$ cat src/rtl/pong_pkg.sv
// Shared Pong definitions: the mode codes seen by the animation stage, the
// controller state type and the default game constants.
package pong_pkg;

   localparam logic [1:0] MODE_PLAY  = 2'b00;
   localparam logic [1:0] MODE_PAUSE = 2'b01;
   localparam logic [1:0] MODE_GOAL  = 2'b10;
   localparam logic [1:0] MODE_WIN   = 2'b11;

   // State codes equal the mode codes, so the state register drives mode directly.
   typedef enum logic [1:0] {
      ST_PLAY  = MODE_PLAY,
      ST_PAUSE = MODE_PAUSE,
      ST_GOAL  = MODE_GOAL,
      ST_WIN   = MODE_WIN
   } state_t;

   localparam int DEFAULT_WIN_SCORE  = 5;
   localparam int DEFAULT_SCORE_W    = 4;
   localparam int DEFAULT_GOAL_TICKS = 26;
   localparam int DEFAULT_WIN_TICKS  = 26;

   // Timer width is clog2 of the longer hold, kept at least one bit for TICKS = 1.
   function automatic int timer_width(input int goal_ticks, input int win_ticks);
      int longest;
      int w;
      longest = (goal_ticks > win_ticks) ? goal_ticks : win_ticks;
      w = $clog2(longest);
      return (w < 1) ? 1 : w;
   endfunction

endpackage

$ cat src/rtl/pong_game_ctrl_hold_timer.sv
// Loadable down-counter shared by the GOAL and WIN holds; done while the count is zero.
module hold_timer #(
   parameter int W = 5
) (
   input  logic         BALL_CLOCK,
   input  logic         RESET_N,
   input  logic         load,
   input  logic [W-1:0] load_value,
   output logic         done
);

   logic [W-1:0] count_reg;

   always_ff @(posedge BALL_CLOCK or negedge RESET_N) begin
      if (!RESET_N) begin
         count_reg <= '0;
      end else if (load) begin
         count_reg <= load_value;
      end else if (count_reg != '0) begin
         count_reg <= count_reg - 1'b1;
      end
   end

   assign done = (count_reg == '0);

endmodule

$ cat src/rtl/pong_game_ctrl.sv
// Pong game-state controller: scores, pause toggling and timed GOAL/WIN holds
// that give the LED animation stage time to finish its sequences.
module pong_game_ctrl
   import pong_pkg::*;
#(
   parameter int WIN_SCORE  = DEFAULT_WIN_SCORE,
   parameter int SCORE_W    = DEFAULT_SCORE_W,
   parameter int GOAL_TICKS = DEFAULT_GOAL_TICKS,
   parameter int WIN_TICKS  = DEFAULT_WIN_TICKS
) (
   input  logic               BALL_CLOCK,
   input  logic               RESET_N,
   input  logic               pause_btn,
   input  logic               goal_left,
   input  logic               goal_right,
   output logic [1:0]         mode,
   output logic [SCORE_W-1:0] score_left,
   output logic [SCORE_W-1:0] score_right,
   output logic               ball_enable,
   output logic               winner
);

   localparam int CNT_W = timer_width(GOAL_TICKS, WIN_TICKS);
   localparam logic [CNT_W-1:0]   GOAL_LOAD = CNT_W'(GOAL_TICKS - 1);
   localparam logic [CNT_W-1:0]   WIN_LOAD  = CNT_W'(WIN_TICKS - 1);
   localparam logic [SCORE_W-1:0] WIN_VAL   = SCORE_W'(WIN_SCORE);

   state_t             state_reg;
   logic [SCORE_W-1:0] score_left_reg;
   logic [SCORE_W-1:0] score_right_reg;
   logic               winner_reg;
   logic               ball_enable_reg;
   logic               pause_prev_reg;

   logic               pause_edge;
   logic               goal_single;
   logic [SCORE_W-1:0] left_inc;
   logic [SCORE_W-1:0] right_inc;
   logic               hits_win;
   logic               timer_load;
   logic [CNT_W-1:0]   timer_load_value;
   logic               timer_done;

   assign pause_edge  = pause_btn & ~pause_prev_reg;
   // Simultaneous goals are treated as a glitch, so only a lone pulse scores.
   assign goal_single = goal_left ^ goal_right;
   assign left_inc    = score_left_reg + 1'b1;
   assign right_inc   = score_right_reg + 1'b1;

   always_comb begin
      hits_win         = 1'b0;
      timer_load       = 1'b0;
      timer_load_value = GOAL_LOAD;
      if (goal_left) begin
         hits_win = (left_inc == WIN_VAL);
      end else begin
         hits_win = (right_inc == WIN_VAL);
      end
      if (state_reg == ST_PLAY && !pause_edge && goal_single) begin
         timer_load       = 1'b1;
         timer_load_value = hits_win ? WIN_LOAD : GOAL_LOAD;
      end
   end

   hold_timer #(
      .W(CNT_W)
   ) u_hold_timer (
      .BALL_CLOCK (BALL_CLOCK),
      .RESET_N    (RESET_N),
      .load       (timer_load),
      .load_value (timer_load_value),
      .done       (timer_done)
   );

   always_ff @(posedge BALL_CLOCK or negedge RESET_N) begin
      if (!RESET_N) begin
         state_reg       <= ST_PLAY;
         score_left_reg  <= '0;
         score_right_reg <= '0;
         winner_reg      <= 1'b0;
         ball_enable_reg <= 1'b1;
         pause_prev_reg  <= 1'b0;
      end else begin
         pause_prev_reg <= pause_btn;
         case (state_reg)
            ST_PLAY: begin
               if (pause_edge) begin
                  state_reg       <= ST_PAUSE;
                  ball_enable_reg <= 1'b0;
               end else if (goal_single) begin
                  if (goal_left) begin
                     score_left_reg <= left_inc;
                  end else begin
                     score_right_reg <= right_inc;
                  end
                  ball_enable_reg <= 1'b0;
                  if (hits_win) begin
                     state_reg  <= ST_WIN;
                     winner_reg <= goal_right;
                  end else begin
                     state_reg <= ST_GOAL;
                  end
               end
            end
            ST_PAUSE: begin
               if (pause_edge) begin
                  state_reg       <= ST_PLAY;
                  ball_enable_reg <= 1'b1;
               end
            end
            ST_GOAL: begin
               if (timer_done) begin
                  state_reg       <= ST_PLAY;
                  ball_enable_reg <= 1'b1;
               end
            end
            ST_WIN: begin
               if (timer_done) begin
                  state_reg       <= ST_PLAY;
                  ball_enable_reg <= 1'b1;
                  score_left_reg  <= '0;
                  score_right_reg <= '0;
                  winner_reg      <= 1'b0;
               end
            end
            default: begin
               state_reg       <= ST_PLAY;
               ball_enable_reg <= 1'b1;
            end
         endcase
      end
   end

   assign mode        = state_reg;
   assign score_left  = score_left_reg;
   assign score_right = score_right_reg;
   assign winner      = winner_reg;
   assign ball_enable = ball_enable_reg;

endmodule

$ cat config.mk
export PLATFORM = sky130hd
export DESIGN_NAME = pong_game_ctrl
export DESIGN_NICKNAME = d
export VERILOG_FILES = /design/src/rtl/pong_pkg.sv /design/src/rtl/pong_game_ctrl_hold_timer.sv /design/src/rtl/pong_game_ctrl.sv
export SDC_FILE = /design/constraint.sdc
export NUM_CORES = 1
export LEC_CHECK = 0
export ABC_AREA = 1
export CORE_MARGIN = 2
export CORE_UTILIZATION = 55
export DETAILED_ROUTE_END_ITERATION = 16
export PLACE_DENSITY = 0.82
export SYNTH_ARGS = -nofsm -noshare
export SYNTH_HDL_FRONTEND = slang
export SYNTH_SLANG_ARGS = --single-unit
$ cat constraint.sdc
create_clock -name BALL_CLOCK -period 2.95 [get_ports BALL_CLOCK]
set_clock_uncertainty 0.1 [all_clocks]
set_input_delay 0.59 -clock BALL_CLOCK [delete_from_list [all_inputs] [get_ports BALL_CLOCK]]
set_output_delay 0.59 -clock BALL_CLOCK [all_outputs]
set_load 0.02 [all_outputs]
**Word-level counts from Yosys, hierarchy flattened**

Index checks and enable logic that the tools add are counted.

- Input bits: 5
- Bits in registers: 18
- Output and inout port bits: 12

- Reductions and logical operators: 13
- Eq/ne operators: 14
- Add/subtract/negate cells: 3
- Muxes and demuxes: 29
- Bitwise gates (word level): 3

Operators with widths:

| kind | number |
|---|---|
| $mux W4 | 7 |
| $pmux W4 S2 | 2 |
| $reduce_and A5 Y1 | 3 |
| $ne A2 B2 Y1 const B | 7 |
| $mux W1 | 11 |
| $mux W5 | 2 |
| $add A4 B1 Y4 const B | 2 |
| $eq A4 B3 Y1 const B | 2 |
| $mux W2 | 4 |
| $pmux W2 S3 | 1 |
| $logic_not A5 Y1 | 1 |
| $reduce_bool A5 Y1 | 1 |
| $sub A5 B1 Y5 const B | 1 |
| $eq A2 B2 Y1 const B | 2 |
| $reduce_bool A2 Y1 | 2 |
| $ne A3 B3 Y1 const B | 1 |
| $pmux W1 S3 | 1 |
| $reduce_and A3 Y1 | 1 |
| $eq A2 B1 Y1 const B | 1 |
| $logic_and A1 B1 Y1 | 2 |
| $logic_not A2 Y1 | 1 |
| $ne A2 B1 Y1 const B | 1 |
| $pmux W1 S2 | 1 |
| $reduce_or A2 Y1 | 1 |
| 4 further kinds | 4 |

**Logic depth before layout (Yosys ltp)**

Gate-level depths: netlist (run 1).

- Depth in word-level cells: 7
- Mapped depth: 10
- Mapped depth without buffers: 10

**Modules after synthesis**

Synthesis (run 1) repeated with hierarchy kept, for this count alone.

- Cell total of the unflattened synthesis: 148
- Area total of the unflattened synthesis: 1108.6 um^2

Modules (own cells, without submodules):

| module | instances | area each (um^2) | cells an instance | sequential area each (um^2) |
|---|---|---|---|---|
| pong_game_ctrl | 1 | 805.8 | 109 | 326.6 |
| hold_timer | 1 | 302.8 | 39 | 125.1 |

**Worst setup path before layout (run 1)**

OpenSTA, ideal clock, no wires.

- Path type: reg-to-reg
- From: register score_right_reg[0], in the netlist score_right[0]
- To: register winner_reg, in the netlist winner
- Path slack: 1.388 ns
- Cell stages (with the launch flop): 10
- Data required time: 2.733 ns
- Setup time: 0.117 ns
- Arrival time: 1.345 ns
- Cells stage by stage: dfrtp_1 ha_1 nor2_1 nand2_1 nor2_1 nand2_1 nand3_1 nand2_1 nand2_1 nand2_1

- Longest elaborated chain between the ends: 5

Ends and longest elaborated chain:

| element | line | RTL |
|---|---|---|
| start: declaration | pong_game_ctrl.sv:30 | `logic [SCORE_W-1:0] score_right_reg;` |
| start signal: assignment | pong_game_ctrl.sv:94 | `score_right_reg <= right_inc;` |
| $add A4 B1 Y4 | pong_game_ctrl.sv:48 | `assign right_inc = score_right_reg + 1'b1;` |
| $eq A4 B3 Y1 | pong_game_ctrl.sv:57 | `hits_win = (right_inc == WIN_VAL);` |
| $mux W1 | pong_game_ctrl.sv:54 | `if (goal_left) begin` |
| $ne A2 B2 Y1 (no line) | n/a |  |
| $reduce_and A5 Y1 (no line) | n/a |  |
| end signal: assignment | pong_game_ctrl.sv:99 | `winner_reg <= goal_right;` |
| end: declaration | pong_game_ctrl.sv:31 | `logic winner_reg;` |

Every way passes these cells.
A chain may end at the register's enable or synchronous reset.

**Final worst setup path (run 1)**

- From: register ball_enable_reg, in the netlist ball_enable
- To: output ball_enable

RTL lines:

| element | line | RTL |
|---|---|---|
| start: declaration | pong_game_ctrl.sv:32 | `logic ball_enable_reg;` |
| start signal: assignment | pong_game_ctrl.sv:81 | `ball_enable_reg <= 1'b1;` |
| start signal: assignment | pong_game_ctrl.sv:89 | `ball_enable_reg <= 1'b0;` |
| start signal: assignment | pong_game_ctrl.sv:96 | `ball_enable_reg <= 1'b0;` |
| end: declaration | pong_game_ctrl.sv:19 | `output logic ball_enable,` |

No word-level cell between the ends.

==> results of run 1 <==
cell usage in the layout, fill, tap and decap left out:
master and n:
a31oi_1 1, nor2_4 1, nand4_1 2, ha_1 3, nor2_1 9, nand2_2 4, o21ai_2 1, nand2_4 3
o21ai_1 8, nand3_1 9, clkbuf_1 1, inv_4 1, or2_2 1, clkdlybuf4s50_1 16, nor2_2 1, clkbuf_4 3
nand3_4 1, dfstp_2 1, mux2i_1 1, o21ai_0 2, dfrtp_1 17, inv_1 16, a21oi_1 1, inv_2 1
nand2_1 44
cell type report:
class	instances	area (um^2)
Clock buffer	4	26.28
Fill cell	146	494.2
Inverter	18	70.07
Multi-Input combinational cell	92	474.2
Sequential cell	18	451.7
Tap cell	25	31.28
Timing Repair Buffer	16	160.2
metal layers:
| layer | global-route usage [%] | wire length [um] |
|---|---|---|
| met1 | 27.49 | 872 |
| met3 | 3.137 | 90 |
| met2 | 32.50 | 856 |
| met5 | 0 | 0 |
| met4 | 10.29 | 40 |
worst paths after layout:
check	slack, ns	to	depth (start not counted)	start
worst min-delay path	0.39	ball_enable	2	ball_enable
min in group asynchronous	0.64	mode[1]	1	RESET_N
worst max-delay path	0.84	ball_enable	1	ball_enable
max in group asynchronous	1.62	score_left[3]	1	RESET_N
worst min register to register	0.39	ball_enable	2	ball_enable
worst max register to register	1.36	winner	9	score_right[0]
where the power goes:
part	switching (mW)	internal, mW
Clock	0.0736	0.0527
Sequential	0.107	0.352
Combinational	0.340	0.257
Total	0.521	0.661
stage by stage:
step	setup slack, ns	instances	total power [mW]	area, um^2
global route	0.7746	173	1.286	1214
CTS	0.8268	173	1.190	1214
global placement	1.006	169	1.042	1187
finish	0.8351	173	1.183	1214
floorplan	1.388	128	0.8427	996.0
detailed placement	0.9590	169	1.061	1187
cell usage after synthesis, drive strengths merged:
cell type	n	share of area, %
nand2	51	22
inv	18	7.0
dfrtp	17	43
nor2	11	5.2
o21ai	11	5.9
nand3	10	6.3
ha	3	3.8
nand4	2	1.3
a21oi	1	0.50
a31oi	1	0.63
dfstp	1	2.6
mux2i	1	1.0
or2	1	0.63
cell families (layout without fill, tap and decap cells):
| family | after synthesis | count (layout) | share of synthesized area [%] |
|---|---|---|---|
| adders and majority gates | 3 | 3 | 3.769 |
| AOI/OAI and AO/OA | 13 | 13 | 7.035 |
| muxes | 1 | 1 | 1.005 |
| DFF | 18 | 18 | 45.35 |
| and+or+nand+nor | 75 | 75 | 35.80 |
| buffers and inverters | 18 | 38 | 7.035 |
==> run_results.csv, run 1 <==
group,metric,value,unit
synthesis,synth-seq-cells,18,
detailed_routing,drt_iter0_markers,22,
global_routing,grt_max_degree,19,
pwr,powerDensity,974.4,mW/mm^2
clock_tree,clockRootBuffer,"clkbuf_4",
critical_path,endpoint_kind,"output port",
critical_path,cp_top_family,"buffers and inverters",
layout,antenna_cells,0,
run_status,status,"finished clean",
synthesis,syn_inst,128,
detailed_routing,drt-wirelength-per-cell,10.75,um
layout,largest_register_ffs,5,
critical_path,critPathMaxStageDelay,0.60,ns
sta,fmax,472.8,MHz
sta,slew_headroom,47.85,%
clock_tree,clk_pin_slew,0.09,ns
clock_tree,htreeDepth,1,
sta,slew_violations,0,
sta,worst_pin_slew,0.7798,ns
critical_path,start_kind,"register",
detailed_routing,routed_via_density,5.133,
synthesis,syn_nets,136,
critical_path,cp_num_buf_inv,1,
critical_path,crit_type,"reg2out",
critical_path,cp_data_required_time,2.26,ns
sta,rsz0062_at_grt,"false",
global_routing,grt_pass1_wl,3132,um
run,max-cap-violations,0,
sta,holdWs,0.3872,ns
detailed_routing,vias,888,
detailed_routing,dr.pass1.iters,4,
floorplan,die_h,46.56,um
clock_tree,cts-resized-gates,0,
min_path,hold_path.class,"reg2reg",
floorplan,fp.dieW,46.56,um
floorplan,dieArea,0.002167,mm^2
synthesis,syn_area_per_cell,7.781,um^2
place,globalplace.congestion,0.8812,
clock_tree,hold_buffers,0,
sta,layout_min_cycle_time,2.115,ns
clock_tree,cts_tree,"done",
critical_path,cp_max_fo,2,
sta,setup_violations,0,
place,io_buffer_count,16,
global_routing,first_global_vias,739,
layout,area_delta_synth_final,21.86,%
detailed_routing,drt_wl_total,1860,um
floorplan,fp-row-count,15,
sta,tns,0,ns
pwr,peakVddDrop,0.7195,mV
layout,drive_gt1_share,12.16,%
sta,finalCritPeriodShare,71.69,%
sta,hold_violations,0,
place,dp_hpwl,1471,um
floorplan,initial_utilization,58.32,%
critical_path,slowest_stage,"clkdlybuf4s50_1",
layout,finish.utilization,71.06,%
synthesis,ys_types,22,
clock_tree,clock_path_buffers,2,
detailed_routing,drcViolationCount,0,
critical_path,crit_path_cell_trace,"clkdlybuf4s50_1",
synthesis,yosysSeqAreaShare,45.35,%
critical_path,cp.arrival,1.42,ns
clock_tree,clock_latency,0.29,ns
synthesis,yosys_warnings,0,
global_routing,grt_use_total,20.71,%
synthesis,netlist_area,996.0,um^2
pwr,p_leak,0.6138,nW
clock_tree,cts_made_buffers,3,
clock_tree,cts_sinks,18,
floorplan,ios,17,
clock_tree,postCtsSetupBuffers,0,
floorplan,core,0.001708,mm^2
layout,layout.nets,157,
detailed_routing,ant_nets,0,
global_routing,grt_overflow,0,
global_routing,antenna_found_initial,0,
No activity file was read; power rests on OpenSTA's default activity.
==> inputs of run 2 (changes only) <==
Settings changed: CORE_UTILIZATION 55 to 51, PLACE_DENSITY 0.82 to 0.77.
Clock period 2.95 ns to 2.2 ns, I/O delays scaled along.
==> run 2 against run 1 <==
Compared with the run above:
- clock power is 37% higher
- sequential power is 34% higher
- final area is 0.62% higher
- register-to-register slack worse by 0.75 ns
- largest cell class unchanged
==> run_results.csv, run 2 (synthesis gave the netlist of run 1 again) <==
group,metric,value,unit
pwr,p_leak,0.6186,nW
clock_tree,cts-resized-gates,0,
layout,finish.utilization,68.49,%
sta,holdWs,0.3577,ns
global_routing,grt_pass1_wl,3180,um
pwr,powerDensity,1292,mW/mm^2
floorplan,die_h,48.19,um
sta,fmax,506.5,MHz
critical_path,endpoint_kind,"output port",
critical_path,crit_type,"reg2out",
floorplan,fp-row-count,15,
clock_tree,cts_tree,"done",
critical_path,setup.worst_path.start,"mode[0]",
clock_tree,cts_sinks,18,
critical_path,cp_num_cells,1,
sta,hold_violations,0,
floorplan,ios,17,
run_status,status,"finished clean",
clock_tree,htreeDepth,1,
global_routing,grt_max_degree,19,
run,max-cap-violations,0,
layout,antenna_cells,0,
layout,final_common_cell,"nand2_1",
layout,largest_register_ffs,5,
critical_path,cp_num_buf_inv,1,
critical_path,start_kind,"register",
clock_tree,postCtsSetupBuffers,0,
global_routing,grt_overflow,0,
layout,layout.nets,158,
sta,finalCritPeriodShare,89.74,%
global_routing,grt_use_total,19.79,%
layout,area_delta_synth_final,22.61,%
floorplan,initial_utilization,55.86,%
critical_path,cp_max_fo,5,
critical_path,reg2reg_depth,9,
critical_path,slowest_stage,"clkdlybuf4s50_1",
clock_tree,clock_latency,0.30,ns
global_routing,antenna_found_initial,0,
detailed_routing,routed_via_density,4.891,
sta,rsz0062_at_grt,"false",
clock_tree,clock_path_buffers,2,
sta,slew_violations,0,
detailed_routing,drt_wl_total,1863,um
critical_path,r2r_slack,0.61,ns
critical_path,cp_data_required_time,1.66,ns
sta,setup_violations,0,
layout,drive_gt1_share,12.75,%
critical_path,crit_path_cell_trace,"clkdlybuf4s50_1",
detailed_routing,drt_iter0_markers,15,
global_routing,first_global_vias,787,
place,dp_hpwl,1408,um
detailed_routing,drcViolationCount,0,
clock_tree,clockRootBuffer,"clkbuf_4",
floorplan,core,0.001783,mm^2
detailed_routing,dr.pass1.iters,4,
clock_tree,clk_pin_slew,0.11,ns
sta,worst_pin_slew,0.2491,ns
critical_path,crit_path_end,"mode[0]",
floorplan,dieArea,0.002322,mm^2
clock_tree,cts_made_buffers,3,
sta,layout_min_cycle_time,1.974,ns
pwr,peakVddDrop,0.8214,mV
clock_tree,hold_buffers,0,
place,globalplace.congestion,0.8346,
detailed_routing,ant_nets,0,
critical_path,cp.arrival,1.43,ns
min_path,hold_path.class,"in2async",
place,io_buffer_count,16,
sta,tns,0,ns
critical_path,rr_endpoint,"winner",
floorplan,fp.dieW,48.19,um
sta,slew_headroom,83.40,%
critical_path,reg2reg_from,"score_right[0]",
layout,final_cell_mix,"44 x nand2_1, 17 x dfrtp_1, 16 x inv_1, 16 x clkdlybuf4s50_1",
layout,nFillCells,156,
critical_path,critPathMaxStageDelay,0.66,ns
critical_path,cp_top_family,"buffers and inverters",
detailed_routing,drt-wirelength-per-cell,10.71,um
detailed_routing,vias,851,
[run 2: report_power, final]
group	total [mW]	leakage [nW]	internal, mW	switching [mW]
Sequential	0.616	0.223	0.472	0.145
Clock	0.172	0.0150	0.0706	0.101
Combinational	0.790	0.381	0.346	0.444
Total	1.58	0.619	0.888	0.690
[run 2: layer usage]
| metal | vias to the layer above | routed length [um] | part of all wire (%) | GRT usage, % |
|---|---|---|---|---|
| met5 | - | 0 | 0 | 0 |
| met4 | 0 | 24 | 1.3 | 9.730 |
| met3 | 4 | 62 | 3.3 | 2.222 |
| li1 | 446 | - | - | - |
| met1 | 382 | 963 | 52 | 27.65 |
| met2 | 19 | 812 | 44 | 30.26 |
[run 2: through the flow]
stage | area (um^2) | setup slack [ns] | power, mW | std cells
detailed placement | 1195 | 0.3437 | 1.412 | 170
finish | 1221 | 0.2257 | 1.578 | 174
CTS | 1221 | 0.2315 | 1.583 | 174
floorplan | 996.0 | 0.6380 | 1.130 | 128
global placement | 1195 | 0.4017 | 1.399 | 170
global route | 1221 | 0.1729 | 1.742 | 174
[run 2: final cells by class]
| class | instances | area (um^2) | area share, % |
|---|---|---|---|
| multi-input combinational | 92 | 474.2 | 38.83 |
| sequential | 18 | 451.7 | 36.99 |
| timing repair buffer | 17 | 167.7 | 13.73 |
| inverter | 18 | 70.07 | 5.738 |
| clock buffer | 4 | 26.28 | 2.152 |
| tap | 25 | 31.28 | 2.561 |
[run 2: worst min path at each step]
| stage | cells past startpoint | start | endpoint |
|---|---|---|---|
| 4_1_cts | 2 | RESET_N | score_right[3] |
| 3_5_place_dp | 2 | ball_enable | ball_enable |
| 5_1_grt | 2 | RESET_N | score_right[3] |
| 2_1_floorplan | 0 | RESET_N | mode[0] |
| 3_3_place_gp | 2 | ball_enable | ball_enable |
| 6_report | 2 | RESET_N | score_right[3] |
==> inputs of run 3 (changes only) <==
Settings changed: ABC_AREA 1 to not set, PLACE_DENSITY 0.77 to 0.78.
==> run 3 against run 2 <==
Compared with the run above:
- fmax fell by 5.4%
- utilization increased by 0.73 points
- critical path type unchanged
- count of clock-buffer cells in the layout did not move
- cell count down 15%
- synthesized area down 2.3%
- highest routed layer unchanged
==> run_results.csv, run 3 <==
group,metric,value,unit
global_routing,grt_overflow,0,
layout,final_common_cell,"dfrtp_1",
detailed_routing,vias,780,
detailed_routing,ant_nets,0,
place,globalplace.congestion,0.7653,
layout,antenna_cells,0,
floorplan,fp.dieW,47.69,um
pwr,p_leak,0.5167,nW
sta,tns,0,ns
critical_path,crit_path_cell_trace,"clkdlybuf4s50_1",
detailed_routing,wl_met3,70,um
clock_tree,clock_latency,0.29,ns
min_path,hold_path.class,"in2async",
floorplan,ios,17,
pwr,peakVddDrop,0.9326,mV
run,max-cap-violations,0,
floorplan,die_h,47.69,um
clock_tree,cts-resized-gates,0,
sta,rsz0062_at_grt,"false",
detailed_routing,drt-wirelength-per-cell,12.87,um
pwr,totalPowerFinal,1.442,mW
synthesis,synth_edf_count,0,
floorplan,initial_utilization,55.18,%
clock_tree,clockRootBuffer,"clkbuf_4",
clock_tree,clk_pin_slew,0.11,ns
floorplan,fp-row-count,15,
detailed_routing,routed_via_density,5.270,
sta,fmax,478.9,MHz
critical_path,critPathMaxStageDelay,0.68,ns
place,io_buffer_count,16,
synthesis,synthTopCellsByCount,"17 x dfrtp_1, 10 x o21ai_0, 9 x nand3_1",
synthesis,synth-seq-cells,18,
critical_path,cp_max_fo,9,
clock_tree,cts_tree,"done",
detailed_routing,drt_wl_total,1905,um
clock_tree,cts_made_buffers,3,
synthesis,yosysSeqAreaShare,46.40,%
run_status,status,"finished clean",
critical_path,cp_num_buf_inv,1,
synthesis,synthFlopType,"dfrtp_1",
synthesis,syn_inst,101,
global_routing,antenna_found_initial,0,
critical_path,start_kind,"register",
critical_path,cp_data_required_time,1.66,ns
sta,slew_headroom,67.40,%
global_routing,grt_max_degree,12,
detailed_routing,wl_met2,894,um
synthesis,syn_nets,109,
critical_path,slowest_stage,"clkdlybuf4s50_1",
synthesis,yosys_warnings,0,
layout,layout.nets,132,
global_routing,grt_pass1_wl,3091,um
detailed_routing,highest_layer,"met4",
sta,worst_pin_slew,0.4874,ns
layout,final_cell_mix,"17 x dfrtp_1, 16 x clkdlybuf4s50_1, 10 x o21ai_0",
critical_path,endpoint_kind,"output port",
sta,slew_violations,0,
place,dp_hpwl,1457,um
sta,hold_violations,0,
synthesis,synthArstFlopShare,100.0,%
clock_tree,cts_sinks,18,
synthesis,synth_top_cell_by_area,"dfrtp_1",
global_routing,first_global_vias,725,
detailed_routing,drcViolationCount,0,
critical_path,crit_type,"reg2out",
synthesis,synth_area_leaders,"dfrtp_1 44%, o21ai_0 5.1%, nand3_1 4.6%",
sta,layout_min_cycle_time,2.088,ns
sta,finalCritPeriodShare,94.91,%
floorplan,dieArea,0.002274,mm^2
layout,largest_register_ffs,5,
global_routing,grt_use_total,20.25,%
critical_path,cp.arrival,1.55,ns
synthesis,synth_top_area_share,43.70,%
synthesis,netlist_area,973.4,um^2
layout,stdcell_count,148,
sta,setup_violations,0,
clock_tree,htreeDepth,1,
critical_path,cp_top_family,"buffers and inverters",
pwr,powerDensity,1180,mW/mm^2
layout,drive_gt1_share,10.57,%
synthesis,yosysMostFrequentCell,"dfrtp_1",
detailed_routing,wl_met1,898,um
layout,area_delta_synth_final,25.45,%
clock_tree,postCtsSetupBuffers,0,
detailed_routing,drt_iter0_markers,25,
sta,holdWs,0.3642,ns
clock_tree,hold_buffers,0,
floorplan,core,0.001764,mm^2
detailed_routing,dr.pass1.iters,4,
synthesis,syn_area_per_cell,9.638,um^2
place,dp.cells,144,
synthesis,ys_types,31,
clock_tree,clock_path_buffers,2,
==> run 3: cell families (layout without fill, tap and decap cells) <==
| logic type | count (synthesis) | after routing | share of synthesized area (%) |
|---|---|---|---|
| fa+ha+maj | 3 | 3 | 3.856 |
| compound gates | 23 | 23 | 13.24 |
| buf+inv | 9 | 31 | 3.728 |
| xor+xnor | 4 | 4 | 3.600 |
| simple gates | 41 | 41 | 26.09 |
| flops | 18 | 18 | 46.40 |
| mux | 3 | 3 | 3.085 |
==> run 3: layout make-up <==
| class | count | area (um^2) |
|---|---|---|
| fillers | 155 | 543.0 |
| well taps | 25 | 31.28 |
| repair buffers | 20 | 190.2 |
| inverters | 7 | 26.28 |
| clock buffers | 4 | 36.28 |
| flip-flops and latches | 18 | 451.7 |
| multi-input cells | 74 | 485.5 |
==> run 3: metrics by stage <==
| step | instance area, um^2 | utilization [%] | setup slack [ns] |
|---|---|---|---|
| 2_1_floorplan | 973.4 | - | 0.3162 |
| 3_3_place_gp | 1185 | 67.16 | 0.1389 |
| 3_5_place_dp | 1185 | 67.16 | 0.08487 |
| 4_1_cts | 1221 | 69.22 | 0.1218 |
| 5_1_grt | 1221 | 69.22 | 0.07185 |
| 6_report | 1221 | 69.22 | 0.1120 |
==> run 3: path summary, 6_finish.rpt <==
path / start / end / slack [ns] / cells past startpoint
setup / recovery: mode[0] / mode[0] / 0.11 / 1
hold / removal: RESET_N / u_hold_timer.count_reg[2] / 0.36 / 1
setup reg to reg: score_right[0] / winner / 0.29 / 5
hold reg to reg: score_right[3] / score_right[3] / 0.43 / 1
max in group asynchronous: RESET_N / winner / 1.15 / 2
min in group BALL_CLOCK: score_right[3] / score_right[3] / 0.43 / 1
==> run 3: metal layers <==
layer  vias up  global-route usage (%)
li1        406                       -
met1       354                   25.00
met2        16                   32.53
met3         4                   4.528
met4         0                   11.35
met5         -                       0
==> run 3: report_power, final <==
part | total, mW | switching, mW | internal [mW] | leakage [nW]
clock | 0.206 | 0.106 | 0.101 | 0.0210
sequential | 0.584 | 0.133 | 0.451 | 0.223
combinational | 0.651 | 0.334 | 0.317 | 0.273
